File: config.mk
export PLATFORM = sky130hd
export DESIGN_NAME = gcm_ghash_tag
export DESIGN_NICKNAME = d
export VERILOG_FILES = /design/src/rtl/gcm_ghash_tag.sv
export SDC_FILE = /design/constraint.sdc
export NUM_CORES = 2
export LEC_CHECK = 0
export CORE_ASPECT_RATIO = 0.8
export CORE_MARGIN = 3
export CORE_UTILIZATION = 45
export DETAILED_ROUTE_END_ITERATION = 16
export HOLD_SLACK_MARGIN = 0.08
export PLACE_DENSITY_LB_ADDON = 0.2
export SYNTH_ARGS = -nofsm -noshare
export SYNTH_HDL_FRONTEND = slang
export SYNTH_SLANG_ARGS = --single-unit
File: constraint.sdc
create_clock -name clk -period 6.6 [get_ports clk]
set_input_delay 0.99 -clock clk [delete_from_list [all_inputs] [get_ports clk]]
set_output_delay 0.99 -clock clk [all_outputs]
set_load 0.02 [all_outputs]
File: src/rtl/gcm_ghash_tag.sv
// Streaming GHASH and GCM tag engine: absorbs AAD then ciphertext blocks, then the length block,
// and multiplies by H one DIGIT_BITS-wide digit per cycle; tag = GHASH ^ E(K,J0).
module gcm_ghash_tag #(
  parameter int DIGIT_BITS = 8
) (
  input  logic         clk,
  input  logic         i_rst_n,
  input  logic         i_start,
  input  logic [0:127] i_h,
  input  logic [0:127] i_ek_j0,
  input  logic [0:63]  i_aad_size,
  input  logic [0:63]  i_text_size,
  input  logic [0:127] i_blk,
  input  logic         i_blk_valid,
  output logic         o_blk_ready,
  output logic         o_busy,
  output logic [0:127] o_tag,
  output logic         o_tag_valid
);
  localparam int M    = 128 / DIGIT_BITS;
  localparam int MC_W = (M > 1) ? $clog2(M) : 1;
  localparam logic [0:127] R_POLY = {8'he1, 120'd0};

  typedef enum logic [2:0] {IDLE, ABSORB, MULT, LEN, FINAL} state_t;
  state_t state, state_nxt;

  logic [0:127]    h_q, ek_q, y_q, x_q, z_q, v_q;
  logic [63:0]     aad_sz_q, txt_sz_q;
  logic [57:0]     na_q, nc_q, blk_cnt_q;
  logic            phase_q, data_done_q, len_pass_q;
  logic [MC_W-1:0] mcnt_q;

  logic [57:0]  na_init, nc_init;
  logic [6:0]   rem;
  logic         last_in_phase, mc_last;
  logic [0:127] keep, blk_m, z_nxt, v_nxt;

  // Block counts computed wide so that sizes near 2^64 do not wrap.
  assign na_init = 58'(({1'b0, i_aad_size} + 65'd127) >> 7);
  assign nc_init = 58'(({1'b0, i_text_size} + 65'd127) >> 7);

  assign o_blk_ready = (state == ABSORB);
  assign o_busy      = (state != IDLE);
  assign mc_last     = (mcnt_q == MC_W'(M - 1));

  // Only the first (size mod 128) bits of a phase's last block take part in the hash.
  always_comb begin
    rem           = phase_q ? txt_sz_q[6:0] : aad_sz_q[6:0];
    last_in_phase = (blk_cnt_q == ((phase_q ? nc_q : na_q) - 58'd1));
    keep          = '1;
    if (last_in_phase && (rem != 7'd0)) keep = ~({128{1'b1}} >> rem);
    blk_m         = i_blk & keep;
  end

  // One digit of the bit-serial GF(2^128) multiply; X bit 0 is consumed first.
  always_comb begin
    z_nxt = z_q;
    v_nxt = v_q;
    for (int i = 0; i < DIGIT_BITS; i++) begin
      if (x_q[i]) z_nxt = z_nxt ^ v_nxt;
      v_nxt = (v_nxt >> 1) ^ (v_nxt[127] ? R_POLY : '0);
    end
  end

  always_comb begin
    state_nxt = state;
    case (state)
      IDLE:    if (i_start) state_nxt = ((na_init == '0) && (nc_init == '0)) ? LEN : ABSORB;
      ABSORB:  if (i_blk_valid) state_nxt = MULT;
      MULT:    if (mc_last) state_nxt = len_pass_q ? FINAL : (data_done_q ? LEN : ABSORB);
      LEN:     state_nxt = MULT;
      FINAL:   state_nxt = IDLE;
      default: state_nxt = IDLE;
    endcase
  end

  always_ff @(posedge clk) begin
    if (!i_rst_n) begin
      state       <= IDLE;
      h_q         <= '0;
      ek_q        <= '0;
      y_q         <= '0;
      x_q         <= '0;
      z_q         <= '0;
      v_q         <= '0;
      aad_sz_q    <= '0;
      txt_sz_q    <= '0;
      na_q        <= '0;
      nc_q        <= '0;
      blk_cnt_q   <= '0;
      phase_q     <= 1'b0;
      data_done_q <= 1'b0;
      len_pass_q  <= 1'b0;
      mcnt_q      <= '0;
      o_tag       <= '0;
      o_tag_valid <= 1'b0;
    end else begin
      state <= state_nxt;
      case (state)
        IDLE: if (i_start) begin
          h_q         <= i_h;
          ek_q        <= i_ek_j0;
          aad_sz_q    <= i_aad_size;
          txt_sz_q    <= i_text_size;
          na_q        <= na_init;
          nc_q        <= nc_init;
          blk_cnt_q   <= '0;
          phase_q     <= (na_init == '0);
          data_done_q <= (na_init == '0) && (nc_init == '0);
          len_pass_q  <= 1'b0;
          y_q         <= '0;
          o_tag_valid <= 1'b0;
        end
        ABSORB: if (i_blk_valid) begin
          x_q    <= y_q ^ blk_m;
          v_q    <= h_q;
          z_q    <= '0;
          mcnt_q <= '0;
          if (last_in_phase) begin
            blk_cnt_q <= '0;
            if (!phase_q && (nc_q != '0)) phase_q <= 1'b1;
            else data_done_q <= 1'b1;
          end else begin
            blk_cnt_q <= blk_cnt_q + 58'd1;
          end
        end
        MULT: begin
          z_q    <= z_nxt;
          v_q    <= v_nxt;
          x_q    <= x_q << DIGIT_BITS;
          mcnt_q <= mcnt_q + 1'b1;
          if (mc_last) y_q <= z_nxt;
        end
        LEN: begin
          x_q        <= y_q ^ {aad_sz_q, txt_sz_q};
          v_q        <= h_q;
          z_q        <= '0;
          mcnt_q     <= '0;
          len_pass_q <= 1'b1;
        end
        FINAL: begin
          o_tag       <= y_q ^ ek_q;
          o_tag_valid <= 1'b1;
        end
        default: ;
      endcase
    end
  end
endmodule

# ---- Word-level counts from Yosys, hierarchy flattened
# Index checks and enable logic that the tools add are counted.
dict set report word_totals {
  register_bits 1209
  input_bits 516
}
dict set report classes {
  addsub 5
  n_eq_ne 12
  shift 1
  muxes 54
  n_bitwise 21
  reduce_logical 24
}
# cell count
set op_table {}
lappend op_table {{$mux W128} 22}
lappend op_table {{$xor A128 B128 Y128} 11}
lappend op_table {{$pmux W128 S3} 3}
lappend op_table {{$xor A127 B128 Y128} 8}
lappend op_table {{$pmux W128 S2} 1}
lappend op_table {{$mux W58} 4}
lappend op_table {{$add A64 B7 Y65 const B} 2}
lappend op_table {{$and A128 B128 Y128} 1}
lappend op_table {{$not A128 Y128} 1}
lappend op_table {{$shr A128 B7 Y128 const A} 1}
lappend op_table {{$logic_not A58 Y1} 2}
lappend op_table {{$pmux W58 S2} 1}
lappend op_table {{$add A58 B1 Y58 const B} 1}
lappend op_table {{$eq A58 B58 Y1} 1}
lappend op_table {{$reduce_bool A58 Y1} 1}
lappend op_table {{$sub A58 B1 Y58 const B} 1}
lappend op_table {{$mux W3} 4}
lappend op_table {{$pmux W3 S4} 1}
lappend op_table {{$pmux W4 S3} 1}
lappend op_table {{$reduce_and A5 Y1} 2}
lappend op_table {{$mux W1} 9}
lappend op_table {{$reduce_and A3 Y1} 3}
lappend op_table {{$ne A2 B2 Y1 const B} 4}
lappend op_table {{$pmux W1 S2} 4}
lappend op_table {{other kinds (16)} 28}

# ---- Logic depth before layout (Yosys ltp)
dict set report depth {
  depth_word 18
  depth_mapped 24
  ltp_nobuf 14
}

# ---- Least setup slack after synthesis
# Ideal clock, no wire load.
dict set report synth_timing {
  kind {flip-flop to flip-flop}
  start {reg phase_q}
  end {reg x_q[14] (netlist bit)}
  setup_time_ps 117
  arrival_ps 5490
  required_ps 6483
  path_slack_ps 993
  path_stages_with_launch 22
  n_path_buf 7
  synth_period_minus_slack_ps 5607
  path_cell_list {dfxtp_1 -> buf_2 -> buf_2 -> buf_2 -> buf_4 -> buf_2 -> buf_2 -> buf_1 -> mux2i_1 -> ha_1 -> nor4bb_1 -> o22ai_1 -> or4_1 -> o31a_1 -> o21ai_0 -> nand4_1 -> nor4_1 -> nand4_2 -> nor3_2 -> or4b_1 -> a41o_1 -> a32o_1}
}
dict set report synth_between {
  elab_chain_cells 9
  word_cells_on_any_way 13
  cone_classes {1 x add/sub; 1 x eq/ne; 1 x shift; 5 x mux; 3 x bitwise; 2 x reduce/logical}
}
# item line
set synth_lines {}
lappend synth_lines {{from (decl)} 30} ;# logic phase_q, data_done_q, len_pass_q;
lappend synth_lines {{from (signal assigned)} 108} ;# phase_q <= (na_init == '0);
lappend synth_lines {{$mux W58} 49} ;# last_in_phase = (blk_cnt_q == ((phase_q ? nc_q : na_q) - 58'd1));
lappend synth_lines {{$sub A58 B1 Y58} 49}
lappend synth_lines {{$eq A58 B58 Y1} 49}
lappend synth_lines {{$logic_and A1 B1 Y1} 51} ;# if (last_in_phase && (rem != 7'd0)) keep = ~({128{1'b1}} >> rem);
lappend synth_lines {{$mux W128 *} 51}
lappend synth_lines {{$and A128 B128 Y128 *} 52} ;# blk_m = i_blk & keep;
lappend synth_lines {{$xor A128 B128 Y128 *} 115} ;# x_q <= y_q ^ blk_m;
lappend synth_lines {{$mux W128 *} 114} ;# ABSORB: if (i_blk_valid) begin
lappend synth_lines {{$pmux W128 S3 *} 99} ;# case (state)
lappend synth_lines {{to (signal assigned)} 115}
lappend synth_lines {{to (signal assigned)} 130} ;# x_q <= x_q << DIGIT_BITS;
lappend synth_lines {{to (signal assigned)} 135} ;# x_q <= y_q ^ {aad_sz_q, txt_sz_q};
lappend synth_lines {{to (decl)} 27} ;# logic [0:127] h_q, ek_q, y_q, x_q, z_q, v_q;
# Every way passes the cells marked *; elsewhere a longest branch is shown, timed or not. The select of a mux whose other input is x is not followed.
# A chain may end at the register's enable or synchronous reset.

# ---- Final worst setup path
dict set report layout_timing {
  start {reg phase_q}
  end {reg x_q[54] (netlist bit)}
}
# The elaborated chain is that of the path after synthesis.

==> impl_metrics.csv <==
group,metric,value,unit
clock_network,cts_hold_buf,0,
clock_network,clock-root-buffer,"clkbuf_16",
power,powerDensity,245,nW/um2
min_path,hold_class,"reg2reg",
power,seq_power_share,0.419,
critical_path,cp_data_required_time,7250,ps
clock_network,cts_resized,0,
yosys,ys_types,84,
placed_design,place_ws,339,ps
clock_network,cts_tree,"yes",
layout,syn2layout_area_growth,17.8,%
die,pin_count,647,
clock_network,clock_sinks,1209,
sta,setup_slack,597,ps
global_routing,grt_max_degree,217,
yosys,yosysWarnings,0,
power,comb_power_share,0.187,
critical_path,worstPathArrival,6660,ps
layout,finalInstanceArea,81900,um2
layout,n_fill_cell,14700,
sta,worst_pin_slew,1260,ps
yosys,synthesis.area,69500,um2
placed_design,post_dp_cell_area,77300,um2
power,intPower,13.5,mW
power,swShare,0.327,
routing,wl_per_cell,27.8,um
layout,seq_area,24200,um2
critical_path,path_buf_inv,3,
critical_path,crit_family,"simple AND/OR/NAND/NOR gates",
yosys,synth_top_area_share,0.348,
yosys,ys_ff_latch,1209,
yosys,synth_nets,9884,
clock_network,clock_latency,810,ps
placed_design,port_buffers,646,
global_routing,grt_pass1_vias,62700,
critical_path,r2r-end,"x_q[54]",
routing,via_per_inst,5.91,
critical_path,cp.depth,17,
routing,firstDrtPassIters,8,
sta,setup_tns,0,ps
global_routing,grt_util_all_layers,0.392,
routing,drc,0,
routing,drt_iter0_markers,8445,
layout,multiInputGateArea,42400,um2
yosys,synth-async-reset-ratio,0,
sta,period_needed,6000,ps
yosys,synth_largest_area_cell,"dfxtp_1",
critical_path,end_kind,"flop",
power,p_switching,6.56,mW
run,cap_viol_max_count,0,
die,core,153000,um2
routing,wl,325,mm
layout,layout-drive-gt1-share,0.0498,
clock_network,cts_setup_buffers,0,
sta,finalMaxSlewViolations,0,
yosys,synthTopCellsByArea,"dfxtp_1 (35%), xnor2_1 (14%), nand2_1 (13%)",
sta,finalCritPeriodShare,0.910,
critical_path,cp-startpoint,"phase_q",
yosys,avgSynthCellArea,7.42,um2
yosys,ys_seq_area_frac,0.348,
critical_path,slowest_delay,710,ps
global_routing,grt_overflow,0,
power,leakagePower,26.5,nW
die,row_count,128,
power,peakVddDrop,0.266,mV
sta,timing.hold.ws,441,ps
global_routing,grt_first_pass_wirelength,456,mm
yosys,syn-instance-count,9365,
clock_network,numCtsBuffers,135,
clock_network,clockBufferDepth,3,
sta,rsz0062_at_grt,"no",
run_status,outcome,"finished clean",
die,dieHeight,358,um
die,dieArea,159000,um2
clock_network,path_clk_slew,60,ps
sta,finalSetupViolCount,0,
sta,fin_skew,38.6,ps
yosys,synth_edf_count,0,
layout,layout.nets,10100,
power,clkPwrFrac,0.394,
placed_design,place_congestion,1.10,
yosys,synthFlopType,"dfxtp_1",
sta,fmax,167,MHz
critical_path,reg2reg_slack,600,ps
die,die_w,445,um
sta,maxSlewHeadroom,0.153,
critical_path,worst_setup_path_start_kind,"flop",
die,start_util,0.455,
global_routing,antenna_found_initial,30,
critical_path,cp_max_fo,38,
critical_path,path_cells,"mux2i_1 > ha_1 > nor4b_1 > o22ai_1 > or4_1 > o31a_1 > o21ai_0 > nand4_1 > nor4_1 > nand4_2 > buf_4 > nor4_4 > buf_12 > buf_12 > a21oi_1 > xnor2_1 > o21ai_0",
critical_path,worstSetupPathType,"reg2reg",
power,power,20.0,mW
clock_network,htree_levels,4,
critical_path,crit_end,"x_q[54]",
critical_path,crit_slowest_cell,"dfxtp_4",
routing,antenna_left,0,
critical_path,reg2reg_depth,17,
placed_design,dpl.hpwl,244,mm
critical_path,rr_startpoint,"phase_q",
sta,hold_violations,0,
routing,vias,69000,
worst min-delay path by stage:
stage                end  slack, ps  cells after the start       from
3_5_place_dp     x_q[80]        430                      2    x_q[80]
5_1_grt          h_q[15]        470                      2    h_q[15]
3_3_place_gp     x_q[80]        430                      2    x_q[80]
4_1_cts          x_q[80]        440                      2    x_q[80]
6_report         x_q[80]        440                      2    x_q[80]
2_1_floorplan  mcnt_q[3]        410                      1  mcnt_q[3]
cell usage in the layout, fill, tap and decap left out, drive strengths merged, types with 24 or more instances in the layout:
cell and instances:
nand2 2326, dfxtp 1209, xnor2 1102, nor2 998
a21oi 806, clkdlybuf4s50 645, xor2 508, a211oi 263
clkbuf 185, o21ai 177, buf 174, o221ai 133
mux2i 115, nand3 106, a22oi 100, nor3 88
nand4 55, nor4 54, and3 51, o22ai 46
or3 42, inv 39, clkinv 32, a31oi 24
power by group through the flow:
stage          clock network, mW  registers [mW]  logic, mW
4_1_cts                     7.98            8.35       3.65
2_1_floorplan                  0            8.01       2.39
5_1_grt                     8.28            8.42       3.95
6_report                    7.88            8.40       3.75
3_3_place_gp                   0            8.51       3.63
3_5_place_dp                   0            8.51       3.63
Yosys cell counts (85+ instances only):
cell type	count
nand2_1	2326
xor2_1	508
nand3_1	105
o221ai_1	133
buf_1	106
dfxtp_1	1209
xnor2_1	1102
a211oi_1	263
a21oi_1	806
mux2i_1	115
o21ai_0	175
a22oi_1	100
nor2_1	998
clkbuf_1	636
nor3_1	85
per-stage QoR:
stage          utilization  instances
6_report             0.536      11700
5_1_grt              0.536      11700
4_1_cts              0.536      11700
3_5_place_dp         0.506      11400
3_3_place_gp         0.506      11400
2_1_floorplan            -       9365
flip-flops by register name, summed over array words and instances, names as in the netlist, 64 cells and up:
name      cells
aad_sz_q     64
y_q         128
txt_sz_q     64
z_q         128
o_tag       128
x_q         128
ek_q        128
v_q         128
h_q         128
cells by family (layout without fill, tap and decap cells):
group,Yosys count,after routing,synth area share
and+or+nand+nor,3880,3880,0.230
AOI/OAI and AO/OA,1733,1733,0.156
xor gates and xnor gates,1610,1610,0.203
DFF,1209,1209,0.348
buffers and inverters,805,1093,0.0442
muxes,125,125,0.0182
adders and majority gates,3,3,0.000540
other,0,12,0
layout make-up:
type	count	area share
clock inverter	60	0.00946
clock buffer	185	0.0467
multi-input combinational	7351	0.517
timing repair buffer	819	0.0980
sequential	1209	0.296
antenna	12	0.000367
tap	2015	0.0308
inverter	29	0.00142
worst reg2reg max path: stages, from the launching register on:
cell     delay, ps
dfxtp_4        710
mux2i_1        440
ha_1           300
nor4b_1        500
o22ai_1        340
or4_1          650
o31a_1         320
o21ai_0        330
nand4_1        220
nor4_1         430
nand4_2        300
buf_4          260
nor4_4         260
buf_12         240
buf_12         190
a21oi_1         90
xnor2_1        180
o21ai_0         90
routing by layer:
metal / track usage / vias up / share of wire
li1: - / 31600 / -
met1: 0.533 / 33600 / 0.42
met2: 0.557 / 3358 / 0.41
met3: 0.118 / 551 / 0.11
met4: 0.202 / 10 / 0.060
met5: 0 / - / 0.00054
No activity file was read; power rests on OpenSTA's default activity.
